$ cat config.mk
export PLATFORM = sky130hd
export DESIGN_NAME = seg7_digit_scan
export DESIGN_NICKNAME = d
export VERILOG_FILES = /design/src/rtl/seg7_digit_scan_pkg.sv /design/src/rtl/seg7_digit_scan_slot_timer.sv /design/src/rtl/seg7_digit_scan.sv
export SDC_FILE = /design/constraint.sdc
export NUM_CORES = 1
export LEC_CHECK = 0
export CAP_MARGIN = 20
export CORE_ASPECT_RATIO = 0.5
export CORE_MARGIN = 1.5
export CORE_UTILIZATION = 62
export CTS_CLUSTER_SIZE = 25
export DETAILED_ROUTE_END_ITERATION = 16
export DONT_BUFFER_PORTS = 1
export HOLD_SLACK_MARGIN = 0.15
export PLACE_DENSITY = 0.76
export SLEW_MARGIN = 20
export SYNTH_ARGS = -nofsm -noshare
export SYNTH_HDL_FRONTEND = slang
export SYNTH_SLANG_ARGS = --single-unit
export TNS_END_PERCENT = 20
$ cat constraint.sdc
create_clock -name clk -period 2.9 [get_ports clk]
set_input_delay 0.58 -clock clk [delete_from_list [all_inputs] [get_ports clk]]
set_output_delay 0.58 -clock clk [all_outputs]
set_load 0.01 [all_outputs]
$ cat src/rtl/seg7_digit_scan_pkg.sv
// Shared definitions for the multiplexed 7-segment scan driver: default sizing,
// slot phase encoding and the anode "off" level.
package seg7_digit_scan_pkg;

    localparam int DEF_NUM_DIGITS = 4;
    localparam int DEF_DIV        = 50000;
    localparam int DEF_DEAD       = 16;
    localparam int DEF_LZB        = 1;

    // Common-anode display: a high anode line means the digit is dark.
    localparam logic ANODE_OFF = 1'b1;

    typedef enum logic {
        ST_DEAD = 1'b0,
        ST_ON   = 1'b1
    } slot_state_e;

endpackage

$ cat src/rtl/seg7_digit_scan_slot_timer.sv
// Slot timer: cnt counts clocks within a digit slot, idx selects the digit.
// Produces end-of-slot and end-of-frame strobes decoded from the current state.
module seg7_slot_timer #(
    parameter int DIV        = 8,
    parameter int NUM_DIGITS = 4,
    parameter int CW         = $clog2(DIV),
    parameter int IW         = (NUM_DIGITS > 1) ? $clog2(NUM_DIGITS) : 1
) (
    input  logic          clk,
    input  logic          rst_n,
    output logic [CW-1:0] cnt_o,
    output logic [IW-1:0] idx_o,
    output logic          slot_end_o,
    output logic          frame_end_o
);

    localparam logic [CW-1:0] CNT_LAST = CW'(DIV - 1);
    localparam logic [IW-1:0] IDX_LAST = IW'(NUM_DIGITS - 1);

    logic [CW-1:0] cnt_q, cnt_d;
    logic [IW-1:0] idx_q, idx_d;

    assign slot_end_o  = (cnt_q == CNT_LAST);
    assign frame_end_o = slot_end_o && (idx_q == IDX_LAST);
    assign cnt_o       = cnt_q;
    assign idx_o       = idx_q;

    always_comb begin
        cnt_d = cnt_q + 1'b1;
        idx_d = idx_q;
        if (slot_end_o) begin
            cnt_d = '0;
            idx_d = (idx_q == IDX_LAST) ? '0 : idx_q + 1'b1;
        end
    end

    always_ff @(posedge clk) begin
        if (!rst_n) begin
            cnt_q <= '0;
            idx_q <= '0;
        end else begin
            cnt_q <= cnt_d;
            idx_q <= idx_d;
        end
    end

endmodule

$ cat src/rtl/seg7_digit_scan.sv
// Multiplexed scan driver for a common-anode 7-segment display with
// frame-synchronous double-buffered value updates and leading-zero blanking.
module seg7_digit_scan
    import seg7_digit_scan_pkg::*;
#(
    parameter int NUM_DIGITS = DEF_NUM_DIGITS,
    parameter int DIV        = DEF_DIV,
    parameter int DEAD       = DEF_DEAD,
    parameter int LZB        = DEF_LZB
) (
    input  logic                    clk,
    input  logic                    rst_n,
    input  logic [4*NUM_DIGITS-1:0] value_in,
    input  logic                    load,
    output logic [3:0]              bcd,
    output logic [NUM_DIGITS-1:0]   an,
    output logic                    blank,
    output logic                    frame_start,
    output logic                    pending
);

    localparam int CW = $clog2(DIV);
    localparam int IW = (NUM_DIGITS > 1) ? $clog2(NUM_DIGITS) : 1;
    localparam logic [CW-1:0] DEAD_C = CW'(DEAD);

    logic [CW-1:0]           cnt;
    logic [IW-1:0]           idx;
    logic                    slotEnd;
    logic                    frameEnd;
    slot_state_e             slotState;
    logic [NUM_DIGITS-1:0]   lzbMask;
    logic                    allZero;

    logic [4*NUM_DIGITS-1:0] shadow_q, shadow_d;
    logic [4*NUM_DIGITS-1:0] active_q, active_d;
    logic                    pending_q, pending_d;
    logic [NUM_DIGITS-1:0]   an_q, an_d;
    logic [3:0]              bcd_q, bcd_d;
    logic                    blank_q, blank_d;
    logic                    frame_start_q, frame_start_d;
    logic                    slot_start_q;

    seg7_slot_timer #(
        .DIV        (DIV),
        .NUM_DIGITS (NUM_DIGITS),
        .CW         (CW),
        .IW         (IW)
    ) u_timer (
        .clk         (clk),
        .rst_n       (rst_n),
        .cnt_o       (cnt),
        .idx_o       (idx),
        .slot_end_o  (slotEnd),
        .frame_end_o (frameEnd)
    );

    // A digit is dark when it and every more significant nibble are zero.
    always_comb begin
        allZero = 1'b1;
        lzbMask = '0;
        for (int k = NUM_DIGITS - 1; k >= 0; k--) begin
            allZero = allZero && (active_q[4*k +: 4] == 4'h0);
            if (LZB != 0 && k != 0) begin
                lzbMask[k] = allZero;
            end
        end
    end

    // A load coinciding with the frame boundary bypasses the shadow copy.
    always_comb begin
        shadow_d  = shadow_q;
        active_d  = active_q;
        pending_d = pending_q;
        if (frameEnd) begin
            pending_d = 1'b0;
            if (load) begin
                active_d = value_in;
                shadow_d = value_in;
            end else if (pending_q) begin
                active_d = shadow_q;
            end
        end else if (load) begin
            shadow_d  = value_in;
            pending_d = 1'b1;
        end
    end

    always_comb begin
        slotState     = (cnt < DEAD_C) ? ST_DEAD : ST_ON;
        an_d          = {NUM_DIGITS{ANODE_OFF}};
        bcd_d         = bcd_q;
        frame_start_d = frameEnd;
        if (slotState == ST_ON && !lzbMask[idx]) begin
            an_d[idx] = ~ANODE_OFF;
        end
        if (slot_start_q) begin
            bcd_d = active_q[{idx, 2'b00} +: 4];
        end
        blank_d = &an_d;
    end

    // slot_start_q mirrors cnt==0, including the first slot after reset.
    always_ff @(posedge clk) begin
        if (!rst_n) begin
            shadow_q      <= '0;
            active_q      <= '0;
            pending_q     <= 1'b0;
            an_q          <= {NUM_DIGITS{ANODE_OFF}};
            bcd_q         <= 4'h0;
            blank_q       <= 1'b1;
            frame_start_q <= 1'b0;
            slot_start_q  <= 1'b1;
        end else begin
            shadow_q      <= shadow_d;
            active_q      <= active_d;
            pending_q     <= pending_d;
            an_q          <= an_d;
            bcd_q         <= bcd_d;
            blank_q       <= blank_d;
            frame_start_q <= frame_start_d;
            slot_start_q  <= slotEnd;
        end
    end

    assign an          = an_q;
    assign bcd         = bcd_q;
    assign blank       = blank_q;
    assign frame_start = frame_start_q;
    assign pending     = pending_q;

endmodule

After elaboration in Yosys (flattened, before gate mapping)
Index checks and enable logic that the tools add are counted.
{ "word_totals": {"ff_bits": 62, "input_bits": 19, "out_inout_bits": 11, "elab_cells": 43} }
{ "op_classes": {"addsub": 2, "n_lt_le_gt_ge": 3, "eq_ne": 2, "shifts": 1, "muxes": 9, "bitwise": 2, "reduce_logical": 14} }
{ "ops": {"columns": ["op", "n"], "rows": [
  ["2-to-1 mux 16 bit", 2],
  ["adder 16 x 1 -> 16 bit (second input constant)", 1],
  ["equality test 16 bit (second input constant)", 1],
  ["less-than comparator 16 x 5 -> 1 bit (second input constant)", 1],
  ["variable part select 16 x 5 -> 4 bit", 1],
  ["zero test 4 bit", 3],
  ["logical AND 1 bit", 5],
  ["2-to-1 mux 4 bit", 1],
  ["NOT 4 bit", 1],
  ["AND reduction 4 bit", 1],
  ["OR reduction 2 bit", 2],
  ["less-than comparator 2 x 3 -> 1 bit (second input constant)", 1],
  ["2-to-1 mux 1 bit", 3],
  ["adder 2 x 1 -> 2 bit (second input constant)", 1],
  ["binary-select mux 1 bit (select 2 bit)", 1],
  ["demux 1 bit (select 2 bit)", 1],
  ["equality test 2 bit (second input constant)", 1],
  [">= comparator 2 x 1 -> 1 bit (second input constant)", 1],
  ["2-to-1 mux 2 bit", 1],
  ["AND reduction 2 bit", 1],
  ["nonzero test 2 bit", 1],
  ["zero test 1 bit", 1],
  ["NOT 1 bit", 1]
]} }

Depth between registers and ports, before layout
{ "logic_depth": {"word_depth": 9, "ltp_mapped": 7, "mapped_depth_nobuf": 5} }

By module
Synthesis repeated with hierarchy kept, for this count alone.
{ "hier_totals": {"hier_cells": 246, "area_unflattened_um2": 2553.7} }
{ "modules_own_cells": {"columns": ["mod", "instances", "cells_each", "area_per_inst_um2"], "rows": [
  ["seg7_digit_scan", 1, 156, 1761.7],
  ["seg7_slot_timer", 1, 90, 792.0]
]} }

Worst setup path after synthesis
OpenSTA, ideal clock, no wires.
{ "synth_timing": {"path_type": "register to register", "from": "reg u_timer.cnt_q[13] (netlist: u_timer.cnt_o[13])", "to": "reg active_q[10]", "arrival_ns": 2.016, "setup_slack_ns": 0.763, "stages_incl_launch_ff": 7, "path_buffers": 2, "cell_sequence": "dfxtp_1 -> or4_4 -> nor4_4 -> o211a_1 -> buf_6 -> buf_12 -> mux2_4"} }
{ "synth_between": {"elab_chain_len": 3} }
{ "synth_rtl": {"columns": ["item", "line", "rtl"], "rows": [
  ["start, declared", "seg7_digit_scan_slot_timer.sv:20", "logic [CW-1:0] cnt_q, cnt_d;"],
  ["start signal, assigned", "seg7_digit_scan_slot_timer.sv:42", "cnt_q <= cnt_d;"],
  ["equality test 16 bit", "seg7_digit_scan_slot_timer.sv:23", "assign slot_end_o = (cnt_q == CNT_LAST);"],
  ["logical AND 1 bit", "seg7_digit_scan_slot_timer.sv:24", "assign frame_end_o = slot_end_o && (idx_q == IDX_LAST);"],
  ["AND reduction 2 bit (no source line)", null, null],
  ["end signal, assigned", "seg7_digit_scan.sv:115", "active_q <= active_d;"],
  ["end, declared", "seg7_digit_scan.sv:35", "logic [4*NUM_DIGITS-1:0] active_q, active_d;"]
]} }
Every way passes these cells.
A chain may end at the register's enable or synchronous reset.

Final worst setup path
{ "layout_timing": {"from": "reg u_timer.cnt_q[13] (netlist: u_timer.cnt_o[13])", "to": "reg active_q[2]"} }
The elaborated chain is that of the path after synthesis.

==> impl_metrics.tcl <==
set metrics [dict create \
    status "finished clean" \
    setup_tns_ps 0 \
    final_antenna_net_count 0 \
    io_buffer_count 0 \
    grtUsageTotal_pct 23.2 \
    grt_pass1_vias 1648 \
    p_leak_nw 1.11 \
    max_slew_margin_pct 61.5 \
    syn_area_mm2 0.00263 \
    cts_tree "built" \
    cts_buffer_depth 2 \
    grt_max_degree 44 \
    multi_input_area_mm2 0.00130 \
    cts-buffers-inserted 9 \
    grt_pass1_wl_um 7910 \
    cts_sinks 62 \
    period_share_pct 80.3 \
    layout.nets 266 \
    area_delta_synth_final_pct 7.74 \
    coreArea_mm2 0.00398 \
    cp.required_ps 3110 \
    fillers 304 \
    hold_path_class "in -> reg" \
    final.min_clock_period_ps 2330 \
    initial_utilization_pct 66.1 \
    p_per_area_mw_per_mm2 592 \
    synth_edf_count 0 \
    synth.area.top_cells "dfxtp_1, mux2i_1, mux2_4" \
    antenna_found_initial 0 \
    post-route-util_pct 71.2 \
    async_flop_share_pct 0 \
    setup_violations 0 \
    total_power_w 0.00168 \
    final_cells 301 \
    wl_per_cell_um 15.3 \
    tightest_slew_ps 577 \
    cts_hold_buf 0 \
    grt_remaining_overflow 0 \
    regToRegSetupSlack_ps 570 \
    boundaryPins 30 \
    die_width_um 95.2 \
    dieArea_mm2 0.00467 \
    yosysMostFrequentCell "dfxtp_1" \
    insertedDiodeCount 0 \
    hold_end "u_timer.cnt_o[2]$_SDFF_PP0_" \
    drive_above_1_share_pct 15.4 \
    seqCellArea_mm2 0.00124 \
    hold_violations 0 \
    root_buffer "clkbuf_8" \
    ys_seq_area_share_pct 47.1 \
    cts_resized 0 \
    row_count 16 \
    holdPathStages 1 \
    ys_types 35 \
    via_per_inst 5.47 \
    rsz0062_at_grt "false" \
    clkSlewWorstSetupHoldPaths_ps 70 \
    dpl.cell_count 285 \
    drc 0 \
    die_h_um 49.1 \
    htree_levels 3 \
    vias 1646 \
    drtIter0Drc 74 \
    synth-seq-cells 62 \
    synth.cells.most_frequent "dfxtp_1, mux2i_1, nor2b_1" \
    reg2reg_from "u_timer.cnt_o[13]$_SDFF_PP0_" \
    hp-start "rst_n" \
    clock.fmax_mhz 430 \
    crit_type "reg -> reg" \
    synthCells 242 \
    gp_congestion 0.857 \
    synth_top_area_share_pct 47.1 \
    syn_nets 266 \
    drv_cap 0 \
    startpoint_type "register" \
    yosysWarnings 0 \
    ys.flop_type "dfxtp_1" \
    yosys.area.top_type "dfxtp_1" \
    r2r_end "active_q[2]$_SDFFE_PN0P_" \
    finalMaxSlewViolations 0 \
    finClkSkew_ps 7.62 \
    avgSynthCellArea_um2 10.9 \
    firstDrtPassIters 4 \
    drt-total-wl_um 4590 \
    clock_latency_ps 330 \
    critPathCaptureType "register" \
    post_cts_buffers 0 \
    vdd_drop_max_mv 0.407 \
    reg2regPathDepth 5 \
    place_hpwl_um 3110 \
    arrival_ps 2540 \
    timing.critical_path.fanout_max 16 \
]
-- stage by stage --
stage          area (um^2)  setup slack (ps)  hold WS, ps
6_report              2840               572          371
3_3_place_gp          2640               641          457
5_1_grt               2840               455          349
3_5_place_dp          2640               584          465
4_1_cts               2840               572          357
2_1_floorplan         2630               763          441
-- cell type report --
class,instances,area share (%)
Clock buffer,13,5.60
Inverter,6,0.794
Clock inverter,3,1.50
Tap cell,54,2.38
Timing Repair Buffer,1,0.265
Sequential cell,62,43.7
Multi-Input combinational cell,162,45.7
-- registers in the layout, indices dropped and copies added (netlist names) --
signal / count
an: 4
u_timer.idx_o: 2
u_timer.cnt_o: 16
bcd: 4
blank: 1
shadow_q: 16
frame_start: 1
active_q: 16
slot_start_q: 1
pending: 1
-- logic make-up (layout without fill, tap and decap cells) --
logic type / after synthesis / count (layout) / share of synthesized area (%)
AOI/OAI and AO/OA: 10 / 10 / 2.66
xor gates and xnor gates: 13 / 13 / 4.32
adders and majority gates: 5 / 5 / 2.38
buffers and inverters: 18 / 23 / 3.61
DFF: 62 / 62 / 47.1
muxes: 42 / 42 / 20.0
and+or+nand+nor: 92 / 92 / 19.9
-- layout by cell type, fill, tap and decap left out, types with 3 or more instances in the layout --
cell and instances:
nor4_1 4, nand2_1 7, clkbuf_8 11, nand4_1 5, ha_1 5, mux2i_1 22
nor2_1 18, nand3_1 6, dfxtp_1 62, nor3_1 4, nor2b_1 22, xnor2_1 10
and2_1 17, mux2_4 10, xor2_1 3, mux2_2 6, mux4_2 4, inv_1 6
-- worst max-delay path: stages (launching register included) --
cell	delay, ps
dfxtp_1	340
or4_4	560
nor4_4	460
o211a_1	210
buf_4	270
mux2_2	370
-- where the power goes --
| part | switching (W) | internal (W) |
|---|---|---|
| Sequential | 0.00000989 | 0.000870 |
| Combinational | 0.0000172 | 0.0000234 |
| Clock | 0.000315 | 0.000443 |
-- layer usage --
metal  vias to the layer above  track usage, %  wire, um
met3                         7            9.81       234
met4                         0            8.46        52
met5                         -               0         0
met2                        30            36.1      2100
met1                       779            28.7      2200
li1                        830               -         -
-- worst max-delay path by stage --
| stage | from | end | slack (ps) | cells after the start |
|---|---|---|---|---|
| floorplan | u_timer.cnt_o[13]$_SDFF_PP0_ | active_q[10]$_SDFFE_PN0P_ | 760 | 6 |
| global placement | u_timer.cnt_o[13]$_SDFF_PP0_ | active_q[2]$_SDFFE_PN0P_ | 640 | 5 |
| detailed placement | u_timer.cnt_o[13]$_SDFF_PP0_ | active_q[0]$_SDFFE_PN0P_ | 580 | 5 |
| CTS | u_timer.cnt_o[13]$_SDFF_PP0_ | active_q[2]$_SDFFE_PN0P_ | 570 | 5 |
| global route | u_timer.cnt_o[13]$_SDFF_PP0_ | active_q[3]$_SDFFE_PN0P_ | 450 | 5 |
| finish | u_timer.cnt_o[13]$_SDFF_PP0_ | active_q[2]$_SDFFE_PN0P_ | 570 | 5 |
(Power assumes the default switching activity.)
